File: config.mk
export PLATFORM = sky130hd
export DESIGN_NAME = alu_result_collector
export DESIGN_NICKNAME = d
export VERILOG_FILES = /design/src/rtl/alu_pkg.sv /design/src/rtl/alu_sync_fifo.sv /design/src/rtl/alu_result_collector.sv
export SDC_FILE = /design/constraint.sdc
export NUM_CORES = 1
export LEC_CHECK = 0
export BUFFER_PORTS_ARGS = -buffer_cell sky130_fd_sc_hd__buf_2
export CORE_MARGIN = 4
export CORE_UTILIZATION = 58
export DETAILED_ROUTE_END_ITERATION = 10
export GPL_ROUTABILITY_DRIVEN = 1
export PLACE_DENSITY = 0.79
export SYNTH_ARGS = -nofsm -noshare
export SYNTH_HDL_FRONTEND = slang
export SYNTH_SLANG_ARGS = --single-unit
File: constraint.sdc
create_clock -name clk -period 3.88 [get_ports clk]
set_input_delay 0.194 -clock clk [delete_from_list [all_inputs] [get_ports clk]]
set_output_delay 0.194 -clock clk [all_outputs]
set_load 0.005 [all_outputs]
File: src/rtl/alu_pkg.sv
// Shared constants, result type and saturating-add helper for the ALU result path.
package alu_pkg;

    localparam int ALU_C_W   = 6;
    localparam int ALU_AB_W  = 5;
    localparam int ALU_SUM_W = 10;

    typedef logic signed [ALU_C_W-1:0] alu_result_t;

    // Adds sample to sum and clamps the result to the signed range of a w-bit register.
    function automatic logic signed [31:0] sat_add(
        input logic signed [31:0] sum,
        input logic signed [31:0] sample,
        input int                 w = ALU_SUM_W
    );
        logic signed [31:0] s;
        logic signed [31:0] hi;
        logic signed [31:0] lo;
        s  = sum + sample;
        hi = (32'sd1 <<< (w - 1)) - 32'sd1;
        lo = -(32'sd1 <<< (w - 1));
        if (s > hi) begin
            sat_add = hi;
        end else if (s < lo) begin
            sat_add = lo;
        end else begin
            sat_add = s;
        end
    endfunction

endpackage

File: src/rtl/alu_sync_fifo.sv
// First-word-fall-through FIFO with a registered head entry and wrap-bit pointers.
module alu_sync_fifo #(
    parameter int WIDTH = 6,
    parameter int DEPTH = 8
) (
    input  logic                         clk,
    input  logic                         rst_n,
    input  logic                         clr,
    input  logic                         wr_en,
    input  logic [WIDTH-1:0]             wr_data,
    input  logic                         rd_en,
    output logic [WIDTH-1:0]             rd_data,
    output logic                         full,
    output logic                         empty,
    output logic [$clog2(DEPTH+1)-1:0]   level
);

    localparam int AW = $clog2(DEPTH);
    localparam int LW = $clog2(DEPTH + 1);

    logic [WIDTH-1:0] mem [DEPTH];
    logic [AW:0]      wr_ptr_reg;
    logic [AW:0]      rd_ptr_reg;
    logic [WIDTH-1:0] head_reg;
    logic [WIDTH-1:0] head_next;
    logic [AW-1:0]    rd_addr_next;
    logic             wr_ok;
    logic             rd_ok;

    assign empty = (wr_ptr_reg == rd_ptr_reg);
    assign full  = (wr_ptr_reg[AW] != rd_ptr_reg[AW]) &&
                   (wr_ptr_reg[AW-1:0] == rd_ptr_reg[AW-1:0]);
    assign level = LW'(wr_ptr_reg - rd_ptr_reg);

    assign rd_ok        = rd_en && !empty;
    assign wr_ok        = wr_en && (!full || rd_ok);
    assign rd_addr_next = rd_ptr_reg[AW-1:0] + AW'(1);
    assign rd_data      = head_reg;

    always_ff @(posedge clk) begin
        if (wr_ok && !clr) begin
            mem[wr_ptr_reg[AW-1:0]] <= wr_data;
        end
    end

    // The head register is preloaded so the next entry is visible right after the popping edge.
    always_comb begin
        head_next = head_reg;
        if (empty) begin
            if (wr_ok) begin
                head_next = wr_data;
            end
        end else if (rd_ok) begin
            if (level == LW'(1)) begin
                if (wr_ok) begin
                    head_next = wr_data;
                end
            end else begin
                head_next = mem[rd_addr_next];
            end
        end
    end

    always_ff @(posedge clk or negedge rst_n) begin
        if (!rst_n) begin
            wr_ptr_reg <= '0;
            rd_ptr_reg <= '0;
            head_reg   <= '0;
        end else if (clr) begin
            wr_ptr_reg <= '0;
            rd_ptr_reg <= '0;
        end else begin
            if (wr_ok) begin
                wr_ptr_reg <= wr_ptr_reg + (AW+1)'(1);
            end
            if (rd_ok) begin
                rd_ptr_reg <= rd_ptr_reg + (AW+1)'(1);
            end
            head_reg <= head_next;
        end
    end

endmodule

File: src/rtl/alu_result_collector.sv
// Buffers valid ALU results for a valid/ready consumer and tracks a saturating sum and sample count.
module alu_result_collector
    import alu_pkg::*;
#(
    parameter int DEPTH = 8,
    parameter int C_W   = ALU_C_W,
    parameter int SUM_W = ALU_SUM_W,
    parameter int CNT_W = 16
) (
    input  logic                         clk,
    input  logic                         rst_n,
    input  logic signed [C_W-1:0]        C,
    input  logic                         C_en,
    input  logic                         clear,
    output logic signed [C_W-1:0]        out_data,
    output logic                         out_valid,
    input  logic                         out_ready,
    output logic                         full,
    output logic [$clog2(DEPTH+1)-1:0]   level,
    output logic signed [SUM_W-1:0]      sum,
    output logic [CNT_W-1:0]             sample_cnt,
    output logic                         overflow
);

    logic                    empty;
    logic                    push;
    logic                    pop;
    logic [C_W-1:0]          head_data;
    logic signed [SUM_W-1:0] sum_reg;
    logic signed [SUM_W-1:0] sum_next;
    logic [CNT_W-1:0]        cnt_reg;
    logic                    overflow_reg;

    assign out_valid = !empty;
    assign pop       = out_valid && out_ready;
    assign push      = C_en && (!full || pop);

    alu_sync_fifo #(
        .WIDTH (C_W),
        .DEPTH (DEPTH)
    ) u_fifo (
        .clk     (clk),
        .rst_n   (rst_n),
        .clr     (clear),
        .wr_en   (push),
        .wr_data (C),
        .rd_en   (pop),
        .rd_data (head_data),
        .full    (full),
        .empty   (empty),
        .level   (level)
    );

    assign out_data = head_data;
    assign sum_next = SUM_W'(sat_add(32'(sum_reg), 32'(C), SUM_W));

    // A dropped sample (full, no pop) leaves sum and count untouched but latches overflow.
    always_ff @(posedge clk or negedge rst_n) begin
        if (!rst_n) begin
            sum_reg      <= '0;
            cnt_reg      <= '0;
            overflow_reg <= 1'b0;
        end else if (clear) begin
            sum_reg      <= '0;
            cnt_reg      <= '0;
            overflow_reg <= 1'b0;
        end else begin
            if (push) begin
                sum_reg <= sum_next;
                cnt_reg <= cnt_reg + CNT_W'(1);
            end else if (C_en) begin
                overflow_reg <= 1'b1;
            end
        end
    end

    assign sum        = sum_reg;
    assign sample_cnt = cnt_reg;
    assign overflow   = overflow_reg;

endmodule

# [Yosys cells after proc, flatten, opt, wreduce, memory -nomap -nowiden]
# Memories as Yosys holds them, arrays and structs flattened.
# Index checks and enable logic that the tools add are counted.
[word_totals] in_bits=11 output_inout_bits=39 register_bits=41 mem_count=1 ram_bits=48
[op_classes] n_eq_ne=5 n_lt_le_gt_ge=2 bitwise_logic=1 addsub=6 muxes=19 reduce_logical=18
[memory_table] name="u_fifo.mem" depth=8 word_bits=6 rd=1 rd_clocked_by_memory_dff=0 write_ports=1 line_no="alu_sync_fifo.sv:21" text="logic [WIDTH-1:0] mem [DEPTH];"
[op_table] cell="$mux W10" n=4
[op_table] cell="$mux W16" n=2
[op_table] cell="$mux W6" n=4
[op_table] cell="$add A16 B1 Y16 const B" n=1
[op_table] cell="$mux W4" n=4
[op_table] cell="$add A10 B6 Y11" n=1
[op_table] cell="$gt A11 B10 Y1 const B" n=1
[op_table] cell="$lt A11 B10 Y1 const B" n=1
[op_table] cell="$reduce_bool A2 Y1" n=5
[op_table] cell="$add A4 B1 Y4 const B" n=2
[op_table] cell="$logic_and A1 B1 Y1" n=6
[op_table] cell="$mux W1" n=5
[op_table] cell="$eq A4 B1 Y1 const B" n=1
[op_table] cell="$eq A4 B4 Y1" n=1
[op_table] cell="$reduce_and A2 Y1" n=2
[op_table] cell="$sub A4 B4 Y4" n=1
[op_table] cell="$add A3 B1 Y3 const B" n=1
[op_table] cell="$eq A3 B3 Y1" n=1
[op_table] cell="$logic_not A1 Y1" n=3
[op_table] cell="$logic_or A1 B1 Y1" n=2
[op_table] cell="$ne A2 B2 Y1 const B" n=1
[op_table] cell="$ne A1 B1 Y1" n=1
[op_table] cell="$not A1 Y1" n=1

# [Longest topological paths before layout]
[depth] word_depth=10 ltp_mapped=10 mapped_depth_nobuf=9

# [By module]
# A second synthesis with hierarchy kept.
[hier_totals] cells_unflattened=383 hier_area_um2=4644.5
[by_module_without_submodules] module="alu_sync_fifo" n_inst=1 seq_area_each_um2=1791.7 area_per_inst_um2=2926.6 cells_per_inst=201
[by_module_without_submodules] module="alu_result_collector" n_inst=1 seq_area_each_um2=675.6 area_per_inst_um2=1717.9 cells_per_inst=182

# [Worst setup path after synthesis]
# Ideal clock, no wire load.
[synth_timing] path_type="register to register" start="reg u_fifo.wr_ptr_reg[0]" end="mem u_fifo.mem[4][0] (enable)" arrival_ns=2.367 stages_incl_launch_ff=9 setup_ns=0.386 setup_slack_ns=1.127 cell_sequence="dfrtp_1 > clkbuf_1 > inv_1 > ha_1 > nand3_1 > o31a_2 > clkbuf_1 > nand2_1 > nor4_1"
[synth_via] elab_chain_len=9 elab_cells_between_ends=14 classes_between="eq/ne (2); mux (2); reduce/logical (10)"
[synth_rtl] element="from (decl)" line_no="alu_sync_fifo.sv:22" text="logic [AW:0] wr_ptr_reg;"
[synth_rtl] element="from (signal assigned)" line_no="alu_sync_fifo.sv:74" text="wr_ptr_reg <= wr_ptr_reg + (AW+1)'(1);"
[synth_rtl] element="$eq A4 B4 Y1 or $eq A3 B3 Y1 (tied branches)" line_no="alu_sync_fifo.sv:30, alu_sync_fifo.sv:32"
[synth_rtl] element="$logic_not A1 Y1 or $logic_and A1 B1 Y1 (tied branches)" line_no="alu_sync_fifo.sv:35, alu_result_collector.sv:34, alu_sync_fifo.sv:31"
[synth_rtl] element="$logic_and A1 B1 Y1 or $logic_not A1 Y1 (tied branches)" line_no="alu_result_collector.sv:35, alu_sync_fifo.sv:36, alu_result_collector.sv:36"
[synth_rtl] element="$logic_or A1 B1 Y1 or $logic_and A1 B1 Y1 (tied branches)" line_no="alu_result_collector.sv:36, alu_sync_fifo.sv:35"
[synth_rtl] element="$logic_and A1 B1 Y1 or $logic_or A1 B1 Y1 (tied branches)" line_no="alu_result_collector.sv:36, alu_sync_fifo.sv:36"
[synth_rtl] element="$logic_and A1 B1 Y1" line_no="alu_sync_fifo.sv:36" text="assign wr_ok = wr_en && (!full || rd_ok);"
[synth_rtl] element="$logic_and A1 B1 Y1" line_no="alu_sync_fifo.sv:41" text="if (wr_ok && !clr) begin"
[synth_rtl] element="$mux W1" line_no="alu_sync_fifo.sv:41"
[synth_rtl] element="$mux W1 (implied by the code)" line_no="alu_sync_fifo.sv:42" text="mem[wr_ptr_reg[AW-1:0]] <= wr_data;"
[synth_rtl] element="to (decl)" line_no="alu_sync_fifo.sv:21"
# Several ways; a longest one is shown, not always the timed one.

# [Final worst setup path]
[layout_timing] start="reg u_fifo.rd_ptr_reg[0]" end="mem u_fifo.mem[5][2] (enable)"
[layout_via] elab_chain_len=9 elab_cells_between_ends=14 classes_between="eq/ne (2); mux (2); reduce/logical (10)"
[layout_rtl] element="from (decl)" line_no="alu_sync_fifo.sv:23" text="logic [AW:0] rd_ptr_reg;"
[layout_rtl] element="from (signal assigned)" line_no="alu_sync_fifo.sv:77" text="rd_ptr_reg <= rd_ptr_reg + (AW+1)'(1);"
[layout_rtl] element="$eq A4 B4 Y1 or $eq A3 B3 Y1 (tied branches)" line_no="alu_sync_fifo.sv:30, alu_sync_fifo.sv:32"
[layout_rtl] element="$logic_not A1 Y1 or $logic_and A1 B1 Y1 (tied branches)" line_no="alu_sync_fifo.sv:35, alu_result_collector.sv:34, alu_sync_fifo.sv:31"
[layout_rtl] element="$logic_and A1 B1 Y1 or $logic_not A1 Y1 (tied branches)" line_no="alu_result_collector.sv:35, alu_sync_fifo.sv:36, alu_result_collector.sv:36"
[layout_rtl] element="$logic_or A1 B1 Y1 or $logic_and A1 B1 Y1 (tied branches)" line_no="alu_result_collector.sv:36, alu_sync_fifo.sv:35"
[layout_rtl] element="$logic_and A1 B1 Y1 or $logic_or A1 B1 Y1 (tied branches)" line_no="alu_result_collector.sv:36, alu_sync_fifo.sv:36"
[layout_rtl] element="$logic_and A1 B1 Y1 *" line_no="alu_sync_fifo.sv:36"
[layout_rtl] element="$logic_and A1 B1 Y1 *" line_no="alu_sync_fifo.sv:41"
[layout_rtl] element="$mux W1 *" line_no="alu_sync_fifo.sv:41"
[layout_rtl] element="$mux W1 (implied by the code) *" line_no="alu_sync_fifo.sv:42"
# Every way passes the cells marked *; elsewhere a longest branch is shown, timed or not.

==> metrics.md <==
| Metric | Value |
|---|---|
| Yosys warns | 0 |
| Final Wtd Congestion | approximately 0.90 |
| Area contributors post-synth | edfxtp_1, dfrtp_1, mux4_2 |
| Sequential Power Share | 42.5% |
| Vias post-DR | ~3.0k |
| Mapped Avg Cell Area | ~12 µm² |
| Combinational share of power | around 30% |
| Sink Count | 89 |
| Kind of critical path | flip-flop to flip-flop |
| Int Pwr | 1.88 mW |
| Post-synth EDFFs | 48 |
| Power Density | 533 nW/µm² |
| Std-Cell Rows | 31 |
| Leak | slightly above 2 nW |
| Seq. cell area | 2470 µm² |
| Dominant combinational cell family by area after synthesis | simple AND/OR/NAND/NOR gates |
| Synth Area in XOR/XNOR | 5.73% |
| TritonCTS clock tree | yes |
| Initial Util | 60.2% |
| Bufs and invs on worst path | 1 |
| Worst Path Required | 3.85 ns |
| Synthesized area | 4410 µm² |
| Commonest non-fill, non-tap cell in the layout | buf_2 |
| Register area share after synthesis | 55.9% |
| Fill cells | between 500 and 600 |
| N_diodes | 0 |
| Slew margin rel. | around 36% |
| Status | complete, but fails checks |
| CTS Root Cell | clkbuf_8 |
| Syn Inst Count | 354 |
| Ys async rst share | 46.1% |
| HP Class | input port to async pin |
| Clk network pwr share | between 20% and 30% |
| First-pass GRT wire length | 14900 µm |
| Crit path DAT | 2.70 ns |
| Initial antenna violation count | 0 |
| Worst-case clock buffer depth | 2 |
| Worst path max stage delay | 0.64 ns |
| Top cell type's share of synthesized area | 32.7% |
| Clock Skew | 0.00684 ns |
| Routed len/inst | 17.4 µm |
| Core area | 7330 µm² |
| Synth Area in Simple Gates | 13.2% |
| DR pass1 iterations | 4 |
| Clk Latency, worst-skew pair | 0.34 ns |
| Crit-path most repeated cell | nand3_1 |
| Cts repair resizes | 0 |
| Post-layout util | 68.3% |
| Cell class contributing the biggest share of worst-path delay | simple AND/OR/NAND/NOR gates |
| DRC errors left | 0 |
| Final TNS setup | 0 ns |
| Initial drt markers | 159 |
| NumNets Final | 437 |
| Post-synthesis mux area share | 7.66% |
| Placed Cells | 496 |
| Post-CTS Setup Repair Bufs | 0 |
| Fin cells | 512 |
| Max reg flops | 48 |
| Post-synthesis compound-gate area fraction | 9.84% |
| Vias in the first global route | 3012 |
| Syn Nets | 383 |
| Routed vias/inst | slightly below 6 |
| Tmin final | roughly 2.7 ns |
| Largest net degree at the start of global routing | 42 |
| Die Ht | about 95 µm |
| Maximum VDD drop | 0.441 mV |
| PortBufs | 49 |
| Layout cells sized above 1 | 23.7% |
| Pin slew with the least headroom to its limit | between 0.9 and 1 ns |
| Die width | 95.2 µm |
| CP cell instances | buf_4, ha_1, nand3_1, o31a_2, nand3_1, nor3_1 |
| Final period util | 70.3% |
| RSZ-0062 raised after global routing | no |
| Slowest-stage cell, CP | nor3_1 |
| Final wirelength | 8910 µm |
| Synth area leader | edfxtp_1 |
| Max-cap violation count | 0 |
| Maximum clock rate | 366 MHz |
| Flops & latches, synth | 89 |
| Synth Area in Adders | 5.45% |
| Area growth from synthesis to layout | 13.5% |
| Total global-route track usage | 21.7% |
| Final Setup Violations | 0 |
| Die ar. | roughly 9000 µm² |
| Final hold violation count | 11 |
| Yosys cell types | 52 |
| Commonest cells after routing, fill and taps aside | buf_2, edfxtp_1, dfrtp_1, nor2_1, nand2_1 |
| Max Slew Vio Count | 0 |
| Hold buffers post-CTS | 0 |
| GRT Residual Overflow | 0 |
| Post-DP HPWL | 6210 µm |
| # IOs | 50 |
| Net Sw Frac | ~30% |
| Failing checks | hold timing |
| Startpoint types | flip-flop |
| NetSw | between 0.7 and 0.8 mW |
| Dominant synthesized flop cell | edfxtp_1 |
| Crit. End Element | flip-flop |
| Worst Path Max Fanout | 15 |
| Worst-path clk slew | 0.09 ns |
| Hold slack | -0.00679 ns |
| Num CTS Buffers | 9 |
| H-tree depth | 3 |
| Routed Antenna Nets | 0 |
| Multi-input gate area | 1850 µm² |
power groups by stage:
| stage | logic [mW] | clock network, mW | registers, mW |
|---|---|---|---|
| floorplan | 0.571 | 0 | 1.15 |
| global placement | 0.771 | 0 | 1.15 |
| detailed placement | 0.793 | 0 | 1.15 |
| CTS | 0.801 | 0.751 | 1.13 |
| global route | 0.894 | 0.791 | 1.15 |
| finish | 0.796 | 0.737 | 1.13 |
path summary, 6_finish.rpt:
check	startpoint	end	slack (ns)	cells past startpoint
setup / recovery	u_fifo.rd_ptr_reg[0]	u_fifo.mem[5][2]	1.15	6
hold / removal	rst_n	u_fifo.rd_data[1]	-0.007	1
setup reg to reg	u_fifo.rd_ptr_reg[0]	u_fifo.mem[5][2]	1.15	6
hold reg to reg	overflow	overflow	0.51	2
max in group asynchronous	rst_n	u_fifo.wr_ptr_reg[3]	3.29	1
min in group clk	C_en	overflow	0.15	3
logic make-up (layout without fill, tap and decap cells):
kind of cell,Yosys count,in the layout
and+or+nand+nor,118,118
DFF,89,89
adders and majority gates,18,18
muxes,18,18
buffers and inverters,24,83
AOI/OAI and AO/OA,59,59
xor gates and xnor gates,28,28
Yosys cell counts, drive strengths merged (3+ instances only):
library cell / instances
nor4: 5
nand3: 11
nor2: 34
clkbuf: 6
and2: 3
or3: 5
nand4: 5
mux2: 6
a21o: 4
inv: 13
dfrtp: 41
edfxtp: 48
mux4: 12
o21ai: 13
o211ai: 8
a2bb2oi: 6
nor3: 10
and4: 3
buf: 5
xnor2: 10
ha: 16
a21oi: 9
nand2: 27
and3: 6
xor2: 18
o22ai: 6
final cells by class:
type,instances,share of cell area (%)
Clock buffer,10,2.55
Sequential cell,89,49.3
Inverter,13,0.975
Tap cell,99,2.48
Timing Repair Buffer,54,5.65
Clock inverter,6,2.13
Multi-Input combinational cell,241,36.9
per-stage QoR:
step | instance area (µm²) | setup slack, ns | total power [mW]
2_1_floorplan | 4410 | 1.13 | 1.72
5_1_grt | 5000 | 0.870 | 2.83
3_3_place_gp | 4770 | 1.28 | 1.92
3_5_place_dp | 4770 | 1.15 | 1.95
4_1_cts | 5000 | 1.12 | 2.69
6_report | 5000 | 1.15 | 2.67
per-layer routing:
metal | share of wire [%] | routed length (µm) | global-route usage (%) | vias to the layer above
met4 | 0.62 | 55 | 5.29 | 0
li1 | - | - | - | 1433
met5 | 0 | 0 | 0 | -
met3 | 5.1 | 455 | 5.13 | 4
met2 | 51 | 4550 | 36.4 | 81
met1 | 43 | 3850 | 28.5 | 1489
(Power assumes the default switching activity.)
